<file path="config.mk">
export PLATFORM = sky130hd
export DESIGN_NAME = nibble_serial_adder_ctrl
export DESIGN_NICKNAME = d
export VERILOG_FILES = /design/src/rtl/nibble_serial_adder_ctrl_pkg.sv /design/src/rtl/nibble_serial_adder_ctrl_rca4.sv /design/src/rtl/nibble_serial_adder_ctrl.sv
export SDC_FILE = /design/constraint.sdc
export NUM_CORES = 1
export LEC_CHECK = 0
export CORE_MARGIN = 3
export CORE_UTILIZATION = 54
export DETAILED_ROUTE_END_ITERATION = 6
export GPL_ROUTABILITY_DRIVEN = 0
export PLACE_DENSITY = 0.82
export SYNTH_ARGS = -nofsm -noshare
export SYNTH_HDL_FRONTEND = slang
export SYNTH_SLANG_ARGS = --single-unit
</file>
<file path="constraint.sdc">
create_clock -name clk -period 4.55 [get_ports clk]
set_clock_uncertainty 0.1 [all_clocks]
set_input_delay 1.1375 -clock clk [delete_from_list [all_inputs] [get_ports clk]]
set_output_delay 1.1375 -clock clk [all_outputs]
set_load 0.03 [all_outputs]
</file>
<file path="src/rtl/nibble_serial_adder_ctrl_pkg.sv">
// Shared definitions for the nibble-serial adder controller.
//   state_e  : controller state encoding (IDLE/RUN/DONE)
//   NIB_W    : width of the shared adder slice
//   clog2()  : index width helper for the nibble counter
package nibble_serial_adder_ctrl_pkg;

  typedef enum logic [1:0] {
    ST_IDLE = 2'd0,
    ST_RUN  = 2'd1,
    ST_DONE = 2'd2
  } state_e;

  localparam int NIB_W = 4;

  function automatic int clog2(input int n);
    int r;
    r = 0;
    while ((1 << r) < n) r++;
    return r;
  endfunction

endpackage

</file>
<file path="src/rtl/nibble_serial_adder_ctrl_rca4.sv">
// 4-bit ripple-carry adder used as the single shared datapath slice.
// Ports:
//   a, b : 4-bit addends
//   ci   : carry in
//   s    : 4-bit sum
//   co   : carry out of bit 3
module ripple_carry_adder_4bit
  import nibble_serial_adder_ctrl_pkg::*;
(
  input  logic [NIB_W-1:0] a,
  input  logic [NIB_W-1:0] b,
  input  logic             ci,
  output logic [NIB_W-1:0] s,
  output logic             co
);

  logic [NIB_W:0] c;

  always_comb begin
    c    = '0;
    s    = '0;
    c[0] = ci;
    for (int i = 0; i < NIB_W; i++) begin
      s[i]   = a[i] ^ b[i] ^ c[i];
      c[i+1] = (a[i] & b[i]) | (c[i] & (a[i] ^ b[i]));
    end
  end

  assign co = c[NIB_W];

endmodule

</file>
<file path="src/rtl/nibble_serial_adder_ctrl.sv">
// Nibble-serial adder controller: adds WIDTH-bit operands through one shared
// 4-bit ripple-carry adder, least-significant nibble first, one nibble per
// clock, holding the inter-nibble carry in a register.
// Optional build macro: ADDER_SUB_EN (adds sub input and ovf output; sub=1
// computes a - b).
// Ports:
//   clk, reset   : clock, synchronous active-high reset
//   start        : request, accepted only when not busy (IDLE or DONE)
//   a, b, cin    : operands and carry-in, latched on the accepted start
//   sub          : (ADDER_SUB_EN) subtract select, latched with a/b
//   busy         : high in RUN
//   done         : one-cycle pulse when sum/cout are valid
//   sum, cout    : result register and top carry-out
//   ovf          : (ADDER_SUB_EN) signed overflow, loads with cout
module nibble_serial_adder_ctrl
  import nibble_serial_adder_ctrl_pkg::*;
#(
  parameter int WIDTH = 16
) (
  input  logic             clk,
  input  logic             reset,
  input  logic             start,
  input  logic [WIDTH-1:0] a,
  input  logic [WIDTH-1:0] b,
  input  logic             cin,
`ifdef ADDER_SUB_EN
  input  logic             sub,
  output logic             ovf,
`endif
  output logic             busy,
  output logic             done,
  output logic [WIDTH-1:0] sum,
  output logic             cout
);

  localparam int NIBBLES = WIDTH / NIB_W;
  localparam int IDX_W   = clog2(NIBBLES);
  localparam logic [IDX_W-1:0] IDX_LAST = IDX_W'(NIBBLES - 1);

  state_e             state_q, state_d;
  logic [WIDTH-1:0]   a_q, a_d;
  logic [WIDTH-1:0]   b_q, b_d;
  logic [WIDTH-1:0]   sum_q, sum_d;
  logic [IDX_W-1:0]   idx_q, idx_d;
  logic               carry_q, carry_d;
  logic               cout_q, cout_d;
  logic               sub_q, sub_d;
  logic               ovf_q, ovf_d;
  logic               sub_in;

  logic [IDX_W+1:0]   nib_lsb;
  logic [NIB_W-1:0]   add_a, add_b, add_s;
  logic               add_co;

`ifdef ADDER_SUB_EN
  assign sub_in = sub;
  assign ovf    = ovf_q;
`else
  assign sub_in = 1'b0;
`endif

  // Nibble offset is idx*4; the shift is exact because NIB_W is fixed at 4.
  assign nib_lsb = {idx_q, 2'b00};
  assign add_a   = a_q[nib_lsb +: NIB_W];
  // Subtraction is a + ~b + 1: invert B per nibble, the +1 rides in carry_q.
  assign add_b   = b_q[nib_lsb +: NIB_W] ^ {NIB_W{sub_q}};

  ripple_carry_adder_4bit u_rca (
    .a  (add_a),
    .b  (add_b),
    .ci (carry_q),
    .s  (add_s),
    .co (add_co)
  );

  always_comb begin
    state_d = state_q;
    a_d     = a_q;
    b_d     = b_q;
    sum_d   = sum_q;
    idx_d   = idx_q;
    carry_d = carry_q;
    cout_d  = cout_q;
    sub_d   = sub_q;
    ovf_d   = ovf_q;
    unique case (state_q)
      ST_IDLE, ST_DONE: begin
        state_d = ST_IDLE;
        if (start) begin
          state_d = ST_RUN;
          a_d     = a;
          b_d     = b;
          sub_d   = sub_in;
          carry_d = sub_in ? 1'b1 : cin;
          idx_d   = '0;
        end
      end
      ST_RUN: begin
        sum_d[nib_lsb +: NIB_W] = add_s;
        carry_d = add_co;
        idx_d   = idx_q + 1'b1;
        if (idx_q == IDX_LAST) begin
          idx_d   = '0;
          cout_d  = add_co;
          // Overflow when both effective operands share a sign the result lacks.
          ovf_d   = (a_q[WIDTH-1] == (b_q[WIDTH-1] ^ sub_q)) &&
                    (add_s[NIB_W-1] != a_q[WIDTH-1]);
          state_d = ST_DONE;
        end
      end
      default: state_d = ST_IDLE;
    endcase
  end

  always_ff @(posedge clk) begin
    if (reset) begin
      state_q <= ST_IDLE;
      a_q     <= '0;
      b_q     <= '0;
      sum_q   <= '0;
      idx_q   <= '0;
      carry_q <= 1'b0;
      cout_q  <= 1'b0;
      sub_q   <= 1'b0;
      ovf_q   <= 1'b0;
    end else begin
      state_q <= state_d;
      a_q     <= a_d;
      b_q     <= b_d;
      sum_q   <= sum_d;
      idx_q   <= idx_d;
      carry_q <= carry_d;
      cout_q  <= cout_d;
      sub_q   <= sub_d;
      ovf_q   <= ovf_d;
    end
  end

  assign busy = (state_q == ST_RUN);
  assign done = (state_q == ST_DONE);
  assign sum  = sum_q;
  assign cout = cout_q;

  logic unused_ok;
  assign unused_ok = ^{ovf_q, sub_q};

endmodule

</file>
==> results.cfg <==
[run_status]
status = finished, final reports clean

[cts]
numCtsBuffers = 5
htree_levels = 2
clkTransAtPathRegs_ps = 90
cts_root_buf = clkbuf_8
cts_tree = built
cts_buffer_depth = 2
cts_hold_buf = 0
clk_latency_ps = 310
cts.sinks = 54
post_cts_buffers = 0
cts_resized = 0

[global_routing]
antenna_found_initial = 0
grt.total_usage = 0.197
grt_pass1_vias = 1823
grt_pass1_wl_um = 8240
grt_overflow = 0
grt_start_max_net_pins = 60

[routing]
drt_pass1_iterations = 5
vias = 2043
drc = 0
routedWlPerCell_um = 13.8
postRouteAntennaNets = 0
routed_wl_um = 5040
drt_iter0_drc = 123
vias_per_cell = 5.58

[critical_path]
criticalPathCategory = reg -> reg
cp.required_ps = 4620
startpoint_type = register
cp_max_fo = 16
r2r_slack_ps = 1210
reg2reg_depth = 9
r2r-start = idx_q[0]$_SDFFE_PP0P_
r2r_end = sum[15]$_SDFFE_PP0P_
startpoint = idx_q[0]$_SDFFE_PP0P_
crit_path_end_kind = register
cp.arrival_ps = 3410

[run]
cap_viol_max_count = 0

[sta]
tightest_slew_ps = 999
slew_violations = 0
setup_violations = 0
hold_ws_ps = 351
relSlewSlack = 0.334
min_period_over_period = 0.735
period_minus_slack_ps = 3340
finalHoldViolCount = 0
finalWorstSetupSlack_ps = 1210
setup_tns_ps = 0
rsz0062_at_grt = no
max_freq_mhz = 299

[die]
coreArea_um2 = 4200
fp.dieArea_um2 = 5410
chipHeight_um = 73.6
die_w_um = 73.6
initial_core_util = 0.587
ioPinCount = 55
num_rows = 23

[synth]
synthCells = 270
async_reset_ff_frac = 0
ys_types = 31
avgSynthCellArea_um2 = 9.13
syn-num-nets = 316
synth-edff-count = 0
synth_ff_type = dfxtp_1
synth_area_um2 = 2460
ys_warn_count = 0
yosysSeqAreaShare = 0.439
synth-seq-cells = 54

[finish]
multiInputGateArea_um2 = 1230
area_growth_pct = 24.9
layout-drive-gt1-share = 0.0538
n_antenna_cell = 0
filler_cell_count = 347
final-seq-area_um2 = 1080
nets = 361

[place]
dpl.hpwl_um = 3510
pre_cts_slack_ps = 1220
port_buffers = 54

[power_and_ir_drop]
p_leak_nw = 1.14
ir_drop_mv = 0.221
p_per_area_nw_per_um2 = 314

[min_path]
hp-start = sum[8]$_SDFFE_PP0P_
whs_endpoint = sum[8]$_SDFFE_PP0P_
hold_path_class = reg -> reg
min_path_cells = 2
final cells by class:
type,count,area share
sequential,54,0.351
tap,50,0.0203
multi-input combinational,187,0.401
timing repair buffer,56,0.179
clock buffer,8,0.0358
inverter,11,0.0134
cells in the mapped netlist, types with 4 or more instances:
cell type  number  share of area
ha_1            6          0.030
mux4_1          8          0.085
nand4b_1        5          0.018
nand2_1        76           0.12
a21oi_1        43          0.087
inv_1          11          0.017
nor2_1          7          0.011
buf_2          10          0.020
nand2b_1        5          0.013
clkbuf_1        4         0.0061
dfxtp_1        54           0.44
nand4_1         4          0.010
nor2b_1         4          0.010
fa_1            4          0.032
nand3b_1        6          0.018
registers in the layout (all words and copies together) (netlist names):
register / count
a_q: 16
b_q: 16
sum: 16
idx_q: 2
state_q: 2
carry_q: 1
cout: 1
critical path, cell delays in order (launching register included):
cell,delay (ps)
dfxtp_1,800
mux4_1,630
inv_1,90
fa_1,180
fa_1,160
inv_1,50
fa_1,380
fa_1,540
a32oi_1,220
nor2_1,50
where the power goes:
group	internal, mW	total, mW	switching, mW	leakage, nW
logic	0.0743	0.150	0.0757	0.645
clock network	0.154	0.306	0.152	0.0575
registers	0.494	0.512	0.0183	0.441
through the flow:
step	power (mW)	instance area, um^2	instances	utilization
floorplan	0.617	2460	270	-
global placement	0.668	2970	358	0.707
detailed placement	0.672	2970	358	0.707
CTS	0.971	3080	366	0.733
global route	1.00	3080	366	0.733
finish	0.968	3080	366	0.733
per-layer routing:
layer	GRT usage	share of wire	vias up	routed length [um]
met4	0.0624	0.023	0	116
met1	0.240	0.42	958	2100
met5	0	0	-	0
met3	0.0438	0.050	14	252
met2	0.343	0.51	60	2560
li1	-	-	1011	-
kinds of logic (layout without fill, tap and decap cells):
family / Yosys count / after routing / share of synthesized area
fa+ha+maj: 10 / 10 / 0.0629
compound gates: 54 / 54 / 0.126
flops: 54 / 54 / 0.439
buf+inv: 29 / 75 / 0.0619
mux: 8 / 8 / 0.0853
simple gates: 115 / 115 / 0.225
cells in the final DEF, fill, tap and decap left out, types with 2 or more instances in the layout:
cell type	count
nand4b_1	5
nand3_1	3
mux4_1	8
inv_1	11
o32ai_1	3
nand3b_1	6
nand2b_1	5
nor2_1	7
nor2b_1	3
buf_4	2
ha_1	6
clkdlybuf4s50_1	53
o31ai_2	2
nand2_1	76
nand4_1	4
a21oi_1	43
a32oi_1	2
clkbuf_8	8
dfxtp_1	54
fa_1	4
worst max path at each step:
stage	endpoint	depth (start not counted)
floorplan	sum[15]$_SDFFE_PP0P_	9
global placement	sum[15]$_SDFFE_PP0P_	9
detailed placement	sum[15]$_SDFFE_PP0P_	9
CTS	sum[11]$_SDFFE_PP0P_	9
global route	sum[11]$_SDFFE_PP0P_	9
finish	sum[15]$_SDFFE_PP0P_	9
Note: power is estimated with default switching activity, not from simulation.
